$ cat config.mk
export PLATFORM = sky130hd
export DESIGN_NAME = id_ex_operand_stage_flat
export DESIGN_NICKNAME = d
export VERILOG_FILES = /design/src/rtl/id_ex_operand_stage_if.sv /design/src/rtl/id_ex_operand_stage.sv /design/src/flat_wrapper.sv
export SDC_FILE = /design/constraint.sdc
export NUM_CORES = 1
export LEC_CHECK = 0
export BUFFER_PORTS_ARGS = -buffer_cell sky130_fd_sc_hd__buf_2
export CORE_ASPECT_RATIO = 0.75
export CORE_MARGIN = 3
export CORE_UTILIZATION = 40
export CTS_CLUSTER_DIAMETER = 120
export CTS_CLUSTER_SIZE = 40
export DETAILED_ROUTE_END_ITERATION = 8
export PLACE_DENSITY_LB_ADDON = 0.05
export SYNTH_ARGS = -nofsm -noshare
export SYNTH_HDL_FRONTEND = slang
export SYNTH_SLANG_ARGS = --single-unit
$ cat constraint.sdc
create_clock -name Clk -period 5 [get_ports Clk]
set_clock_uncertainty 0.1 [all_clocks]
set_input_delay 0.75 -clock Clk [delete_from_list [all_inputs] [get_ports Clk]]
set_output_delay 0.75 -clock Clk [all_outputs]
set_load 0.005 [all_outputs]
$ cat src/rtl/id_ex_operand_stage_if.sv
// Signal bundle between decode, the ID/EX operand stage and the ALU.
// The master drives decode fields and forwarding sources; the slave is the stage itself.
interface id_ex_operand_stage_if;
    logic        Stall;
    logic        Flush;
    logic        InValid;
    logic [3:0]  InALUControl;
    logic [4:0]  InRs;
    logic [4:0]  InRt;
    logic [31:0] InRsData;
    logic [31:0] InRtData;
    logic [31:0] InImm;
    logic [4:0]  InShamt;
    logic        InALUSrc;
    logic        InShiftVar;
    logic        InMemRead;
    logic        InRegWrite;
    logic [4:0]  InWriteReg;
    logic        ExMemRegWrite;
    logic [4:0]  ExMemWriteReg;
    logic [31:0] ExMemALUResult;
    logic        MemWbRegWrite;
    logic [4:0]  MemWbWriteReg;
    logic [31:0] MemWbWriteData;
    logic [3:0]  ALUControl;
    logic [31:0] A;
    logic [31:0] B;
    logic [31:0] StoreData;
    logic        OutValid;
    logic        OutMemRead;
    logic        OutRegWrite;
    logic [4:0]  OutWriteReg;
    logic        LoadUseStall;

    modport master (
        output Stall, Flush, InValid, InALUControl, InRs, InRt, InRsData, InRtData, InImm,
               InShamt, InALUSrc, InShiftVar, InMemRead, InRegWrite, InWriteReg,
               ExMemRegWrite, ExMemWriteReg, ExMemALUResult,
               MemWbRegWrite, MemWbWriteReg, MemWbWriteData,
        input  ALUControl, A, B, StoreData, OutValid, OutMemRead, OutRegWrite, OutWriteReg,
               LoadUseStall
    );

    modport slave (
        input  Stall, Flush, InValid, InALUControl, InRs, InRt, InRsData, InRtData, InImm,
               InShamt, InALUSrc, InShiftVar, InMemRead, InRegWrite, InWriteReg,
               ExMemRegWrite, ExMemWriteReg, ExMemALUResult,
               MemWbRegWrite, MemWbWriteReg, MemWbWriteData,
        output ALUControl, A, B, StoreData, OutValid, OutMemRead, OutRegWrite, OutWriteReg,
               LoadUseStall
    );
endinterface

$ cat src/rtl/id_ex_operand_stage.sv
// ID/EX register with operand forwarding, shift/immediate routing and load-use bubble insertion.
// Define SHIFT_VAR_EN to take the shift amount from rs when InShiftVar is set (sllv/srlv).
module id_ex_operand_stage (
    input logic                  Clk,
    input logic                  Reset,
    id_ex_operand_stage_if.slave bus
);
    typedef struct packed {
        logic        valid;
        logic [3:0]  alu_ctrl;
        logic [4:0]  rs;
        logic [4:0]  rt;
        logic [31:0] rs_data;
        logic [31:0] rt_data;
        logic [31:0] imm;
        logic [4:0]  shamt;
        logic        alu_src;
`ifdef SHIFT_VAR_EN
        logic        shift_var;
`endif
        logic        mem_read;
        logic        reg_write;
        logic [4:0]  write_reg;
    } stage_t;

    stage_t      stage_q, stage_d, in_fields;
    logic        load_use;
    logic        is_shift;
    logic [4:0]  shift_amt;
    logic [31:0] fwd_rs, fwd_rt;

    always_comb begin
        in_fields           = '0;
        in_fields.valid     = bus.InValid;
        in_fields.alu_ctrl  = bus.InALUControl;
        in_fields.rs        = bus.InRs;
        in_fields.rt        = bus.InRt;
        in_fields.rs_data   = bus.InRsData;
        in_fields.rt_data   = bus.InRtData;
        in_fields.imm       = bus.InImm;
        in_fields.shamt     = bus.InShamt;
        in_fields.alu_src   = bus.InALUSrc;
`ifdef SHIFT_VAR_EN
        in_fields.shift_var = bus.InShiftVar;
`endif
        in_fields.mem_read  = bus.InMemRead;
        in_fields.reg_write = bus.InRegWrite;
        in_fields.write_reg = bus.InWriteReg;
    end

`ifndef SHIFT_VAR_EN
    logic unused_shift_var;
    assign unused_shift_var = bus.InShiftVar;
`endif

    // A load in EX whose destination feeds the instruction now in decode.
    assign load_use = stage_q.valid && stage_q.mem_read && bus.InValid &&
                      (stage_q.write_reg != 5'd0) &&
                      ((stage_q.write_reg == bus.InRs) || (stage_q.write_reg == bus.InRt));

    always_comb begin
        stage_d = stage_q;
        if (bus.Flush) begin
            stage_d = '0;
        end else if (!bus.Stall) begin
            stage_d = load_use ? '0 : in_fields;
        end
    end

    always_ff @(posedge Clk) begin
        if (Reset) begin
            stage_q <= '0;
        end else begin
            stage_q <= stage_d;
        end
    end

    // EX/MEM is younger than MEM/WB, so it wins when both match.
    always_comb begin
        fwd_rs = stage_q.rs_data;
        if (bus.ExMemRegWrite && (bus.ExMemWriteReg != 5'd0) &&
            (bus.ExMemWriteReg == stage_q.rs)) begin
            fwd_rs = bus.ExMemALUResult;
        end else if (bus.MemWbRegWrite && (bus.MemWbWriteReg != 5'd0) &&
                     (bus.MemWbWriteReg == stage_q.rs)) begin
            fwd_rs = bus.MemWbWriteData;
        end
        fwd_rt = stage_q.rt_data;
        if (bus.ExMemRegWrite && (bus.ExMemWriteReg != 5'd0) &&
            (bus.ExMemWriteReg == stage_q.rt)) begin
            fwd_rt = bus.ExMemALUResult;
        end else if (bus.MemWbRegWrite && (bus.MemWbWriteReg != 5'd0) &&
                     (bus.MemWbWriteReg == stage_q.rt)) begin
            fwd_rt = bus.MemWbWriteData;
        end
    end

    always_comb begin
        is_shift  = (stage_q.alu_ctrl == 4'b0110) || (stage_q.alu_ctrl == 4'b0111);
        shift_amt = stage_q.shamt;
`ifdef SHIFT_VAR_EN
        if (stage_q.shift_var) begin
            shift_amt = fwd_rs[4:0];
        end
`endif
    end

    always_comb begin
        bus.ALUControl = stage_q.alu_ctrl;
        if (is_shift) begin
            bus.A = fwd_rt;
            bus.B = {27'd0, shift_amt};
        end else begin
            bus.A = fwd_rs;
            bus.B = stage_q.alu_src ? stage_q.imm : fwd_rt;
        end
        bus.StoreData    = fwd_rt;
        bus.OutValid     = stage_q.valid;
        bus.OutMemRead   = stage_q.valid & stage_q.mem_read;
        bus.OutRegWrite  = stage_q.valid & stage_q.reg_write;
        bus.OutWriteReg  = stage_q.write_reg;
        bus.LoadUseStall = load_use;
    end
endmodule

$ cat src/flat_wrapper.sv
// flat-port wrapper written by rule: the top's interface ports become plain ports
module id_ex_operand_stage_flat 
  (Clk, Reset, bus_Stall, bus_Flush, bus_InValid, bus_InALUControl, bus_InRs, bus_InRt, bus_InRsData, bus_InRtData, bus_InImm, bus_InShamt, bus_InALUSrc, bus_InShiftVar, bus_InMemRead, bus_InRegWrite, bus_InWriteReg, bus_ExMemRegWrite, bus_ExMemWriteReg, bus_ExMemALUResult, bus_MemWbRegWrite, bus_MemWbWriteReg, bus_MemWbWriteData, bus_ALUControl, bus_A, bus_B, bus_StoreData, bus_OutValid, bus_OutMemRead, bus_OutRegWrite, bus_OutWriteReg, bus_LoadUseStall);
  id_ex_operand_stage_if bus_i ();
  input logic Clk;
  input logic Reset;
  input wire logic [$bits(bus_i.Stall)-1:0] bus_Stall;
  input wire logic [$bits(bus_i.Flush)-1:0] bus_Flush;
  input wire logic [$bits(bus_i.InValid)-1:0] bus_InValid;
  input wire logic [$bits(bus_i.InALUControl)-1:0] bus_InALUControl;
  input wire logic [$bits(bus_i.InRs)-1:0] bus_InRs;
  input wire logic [$bits(bus_i.InRt)-1:0] bus_InRt;
  input wire logic [$bits(bus_i.InRsData)-1:0] bus_InRsData;
  input wire logic [$bits(bus_i.InRtData)-1:0] bus_InRtData;
  input wire logic [$bits(bus_i.InImm)-1:0] bus_InImm;
  input wire logic [$bits(bus_i.InShamt)-1:0] bus_InShamt;
  input wire logic [$bits(bus_i.InALUSrc)-1:0] bus_InALUSrc;
  input wire logic [$bits(bus_i.InShiftVar)-1:0] bus_InShiftVar;
  input wire logic [$bits(bus_i.InMemRead)-1:0] bus_InMemRead;
  input wire logic [$bits(bus_i.InRegWrite)-1:0] bus_InRegWrite;
  input wire logic [$bits(bus_i.InWriteReg)-1:0] bus_InWriteReg;
  input wire logic [$bits(bus_i.ExMemRegWrite)-1:0] bus_ExMemRegWrite;
  input wire logic [$bits(bus_i.ExMemWriteReg)-1:0] bus_ExMemWriteReg;
  input wire logic [$bits(bus_i.ExMemALUResult)-1:0] bus_ExMemALUResult;
  input wire logic [$bits(bus_i.MemWbRegWrite)-1:0] bus_MemWbRegWrite;
  input wire logic [$bits(bus_i.MemWbWriteReg)-1:0] bus_MemWbWriteReg;
  input wire logic [$bits(bus_i.MemWbWriteData)-1:0] bus_MemWbWriteData;
  output wire logic [$bits(bus_i.ALUControl)-1:0] bus_ALUControl;
  output wire logic [$bits(bus_i.A)-1:0] bus_A;
  output wire logic [$bits(bus_i.B)-1:0] bus_B;
  output wire logic [$bits(bus_i.StoreData)-1:0] bus_StoreData;
  output wire logic [$bits(bus_i.OutValid)-1:0] bus_OutValid;
  output wire logic [$bits(bus_i.OutMemRead)-1:0] bus_OutMemRead;
  output wire logic [$bits(bus_i.OutRegWrite)-1:0] bus_OutRegWrite;
  output wire logic [$bits(bus_i.OutWriteReg)-1:0] bus_OutWriteReg;
  output wire logic [$bits(bus_i.LoadUseStall)-1:0] bus_LoadUseStall;
  assign bus_i.Stall = bus_Stall;
  assign bus_i.Flush = bus_Flush;
  assign bus_i.InValid = bus_InValid;
  assign bus_i.InALUControl = bus_InALUControl;
  assign bus_i.InRs = bus_InRs;
  assign bus_i.InRt = bus_InRt;
  assign bus_i.InRsData = bus_InRsData;
  assign bus_i.InRtData = bus_InRtData;
  assign bus_i.InImm = bus_InImm;
  assign bus_i.InShamt = bus_InShamt;
  assign bus_i.InALUSrc = bus_InALUSrc;
  assign bus_i.InShiftVar = bus_InShiftVar;
  assign bus_i.InMemRead = bus_InMemRead;
  assign bus_i.InRegWrite = bus_InRegWrite;
  assign bus_i.InWriteReg = bus_InWriteReg;
  assign bus_i.ExMemRegWrite = bus_ExMemRegWrite;
  assign bus_i.ExMemWriteReg = bus_ExMemWriteReg;
  assign bus_i.ExMemALUResult = bus_ExMemALUResult;
  assign bus_i.MemWbRegWrite = bus_MemWbRegWrite;
  assign bus_i.MemWbWriteReg = bus_MemWbWriteReg;
  assign bus_i.MemWbWriteData = bus_MemWbWriteData;
  assign bus_ALUControl = bus_i.ALUControl;
  assign bus_A = bus_i.A;
  assign bus_B = bus_i.B;
  assign bus_StoreData = bus_i.StoreData;
  assign bus_OutValid = bus_i.OutValid;
  assign bus_OutMemRead = bus_i.OutMemRead;
  assign bus_OutRegWrite = bus_i.OutRegWrite;
  assign bus_OutWriteReg = bus_i.OutWriteReg;
  assign bus_LoadUseStall = bus_i.LoadUseStall;
  id_ex_operand_stage u_core (.Clk(Clk), .Reset(Reset), .bus(bus_i));
endmodule
==> metrics.yaml <==
place_ws_ns: 0.672
cts_buffer_depth: 2
die_h_microns: 117
syn_area_sq_mm: 0.00661
crit_path_max_incr_delay_ns: 0.62
core_sq_mm: 0.0161
final_antenna_net_count: 0
p_total_mw: 2.68
start_util_pct: 41.0
synthesis.nets: 908
async_flop_share_pct: 0
crit_type: "input port to primary output"
vdd_drop_max_mv: 0.195
yosys_warnings: 0
cp.arrival_ns: 3.54
grt_max_degree: 125
synthesis.instances: 703
antenna_found_initial: 7
hp-class: "flop to flop"
cp-start-kind: "input port"
drive_gt1_share_pct: 38.3
cts_inserted_buffers: 17
via_per_inst: 6.18
p_sw_mw: 0.733
worstMarginPinSlew_ns: 1.25
synth_edf_count: 0
place_area_sq_mm: 0.00825
wl_microns: 27400
ys_types: 33
grt_util_met1_pct: 38.2
power_frac_seq_pct: 39.0
num_rows: 40
critical_path.endpoint_type: "primary output"
combPwrFrac_pct: 15.1
slew_violations: 0
finalSetupViolations: 0
outcome: "finished clean"
die_area_sq_mm: 0.0181
grt_pass1_wl_microns: 40600
wl_per_cell_microns: 22.9
dp.cells: 1157
p_leak_nw: 4.06
crit_chain: "buf_2 > or4_1 > o21ai_4 > or3_1 > and2_1 > buf_4 > a222oi_1 > buf_2"
grt_pass1_vias: 7213
grt_overflow_total: 0
via_count: 7393
max_cap_violations: 0
design.portCount: 314
crit_required_ns: 4.15
track_usage_pct: 28.5
drtPass1Iterations: 6
power_density_mw_per_mm2: 303
finalCritPeriodShare_pct: 87.8
ys_seq_elements: 124
cts_setup_buffers: 0
p_int_mw: 1.95
avgSynthCellArea_sq_um: 9.40
clockPowerShare_pct: 45.9
crit_path_top_delay_cell: "and2_1"
cts_tree: "yes"
critPathMaxFanout: 18
fin_area_sq_mm: 0.00886
insertion_delay_ns: 0.42
hpwl_microns: 19100
cts.sinks: 124
fmax_mhz: 228
p_sw_share_pct: 27.3
relSlewSlack_pct: 16.7
finalWorstSetupSlack_ns: 0.608
htree_levels: 4
crit_top_cell: "buf_2"
ys_seq_area_share_pct: 37.6
path_clk_slew_ns: 0.06
use_met2_pct: 44.1
cts-root-buf: "clkbuf_16"
cts_resized: 0
rsz0062_at_grt: "no"
syn_to_final_growth_pct: 34.1
ctsHoldBuffers: 0
drt_iter0_markers: 727
portBuffers: 312
gr-usage-met3_pct: 7.64
die_w_microns: 154
fillers: 1495
finalNetCount: 1171
fin_setup_tns_ns: 0
globalplace.congestion: 0.939
period_minus_slack_ns: 4.39
top_usage_layer: "met2"
synth-main-ff-cell: "dfxtp_1"
drc: 0
finalNonFillerCells: 1197
finalHoldViolCount: 0
==> synth_stat cells (2+ instances only) <==
master | instances | area share (%)
a221o_1 | 5 | 0.76
a222oi_1 | 32 | 4.8
a22o_1 | 151 | 20
a31oi_1 | 32 | 3.0
and2_1 | 37 | 3.5
buf_1 | 4 | 0.23
buf_2 | 11 | 0.83
buf_4 | 15 | 1.7
clkbuf_1 | 59 | 3.4
dfxtp_1 | 124 | 38
inv_1 | 32 | 1.8
mux2i_1 | 32 | 4.8
nand2_1 | 11 | 0.63
nand3_1 | 6 | 0.45
nand4_1 | 32 | 3.0
nor2_1 | 8 | 0.45
nor3_1 | 2 | 0.15
nor4_1 | 33 | 3.1
o21ai_1 | 2 | 0.15
o31ai_1 | 32 | 3.6
or4_1 | 3 | 0.34
xnor2_1 | 28 | 3.7
xor2_1 | 2 | 0.27
==> cell usage in the layout (no fill, tap or decap), drive strengths merged, types with 2 or more instances in the layout <==
cell,Yosys,final
buf,30,333
a22o,151,151
dfxtp,124,124
and2,37,37
nor4,34,34
inv,32,34
nand4,32,32
o31ai,32,32
a31oi,32,32
mux2i,32,32
a222oi,32,32
xnor2,28,28
clkbuf,59,19
nand2,11,11
diode,0,8
nor2,8,8
clkinv,0,7
nand3,6,6
a221o,5,5
or4,3,3
o21ai,2,2
nor3,2,2
xor2,2,2
clkinvlp,0,2
bufinv,0,2
==> routing by layer <==
| metal | wire, microns | vias up | part of all wire [%] |
|---|---|---|---|
| met2 | 12500 | 456 | 46 |
| met4 | 563 | 10 | 2.1 |
| met1 | 11700 | 3540 | 43 |
| met5 | 56 | - | 0.20 |
| met3 | 2610 | 61 | 9.5 |
| li1 | - | 3326 | - |
==> power groups by stage <==
stage	Combinational, mW	Clock [mW]	Sequential, mW
2_1_floorplan	0.199	0	1.06
3_3_place_gp	0.390	0	1.06
3_5_place_dp	0.398	0	1.07
4_1_cts	0.401	1.25	1.04
5_1_grt	0.436	1.30	1.05
6_report	0.405	1.23	1.05
==> layout make-up <==
cell class              instances  area, sq um  area share, %
multi-input cells             458         3660           41.3
flip-flops and latches        124         2480           28.0
repair buffers                333         1730           19.5
clock buffers                  19          443           5.00
well taps                     210          263           2.97
clock inverters                13          143           1.61
inverters                      32          120           1.36
diodes                          8         20.0          0.226
==> final timing paths <==
kind | from | to | slack [ns] | cells past startpoint
max | bus_ExMemWriteReg[0] | bus_A[30] | 0.61 | 8
min | u_core.bus.ALUControl[0]$_SDFFE_PP0N_ | u_core.bus.ALUControl[0]$_SDFFE_PP0N_ | 0.37 | 1
max reg2reg | u_core.bus.OutWriteReg[2]$_SDFFE_PP0N_ | u_core.stage_q[33]$_SDFFE_PP0N_ | 1.84 | 5
min reg2reg | u_core.bus.ALUControl[0]$_SDFFE_PP0N_ | u_core.bus.ALUControl[0]$_SDFFE_PP0N_ | 0.37 | 1
==> registers in the layout (all words and copies together), names as in the netlist <==
name and cells:
u_core.stage_q 109, u_core.bus.OutWriteReg 5, u_core.shift_amt 5, u_core.bus.ALUControl 4, u_core.bus.OutValid 1
==> stage by stage <==
| step | hold WS [ns] | util, % |
|---|---|---|
| 2_1_floorplan | 0.335 | - |
| 3_3_place_gp | 0.349 | 51.2 |
| 3_5_place_dp | 0.354 | 51.2 |
| 4_1_cts | 0.374 | 54.9 |
| 5_1_grt | 0.386 | 54.9 |
| 6_report | 0.371 | 55.0 |
==> worst max-delay path, delay by kind of cell <==
kind	cells	cell delay, ns
compound gates	2	0.63
buf+inv	3	0.73
simple gates	3	1.40
==> logic make-up (layout without fill, tap and decap cells) <==
logic type / after synthesis / in the layout / share of synthesized area [%]
other: 0 / 8 / 0
XOR/XNOR: 30 / 30 / 3.98
AND/OR/NAND/NOR: 137 / 137 / 12.3
buffers and inverters: 121 / 397 / 7.94
flip-flops: 124 / 124 / 37.6
AO/OA/AOI/OAI: 259 / 259 / 33.4
multiplexers: 32 / 32 / 4.85
(Power assumes the default switching activity.)
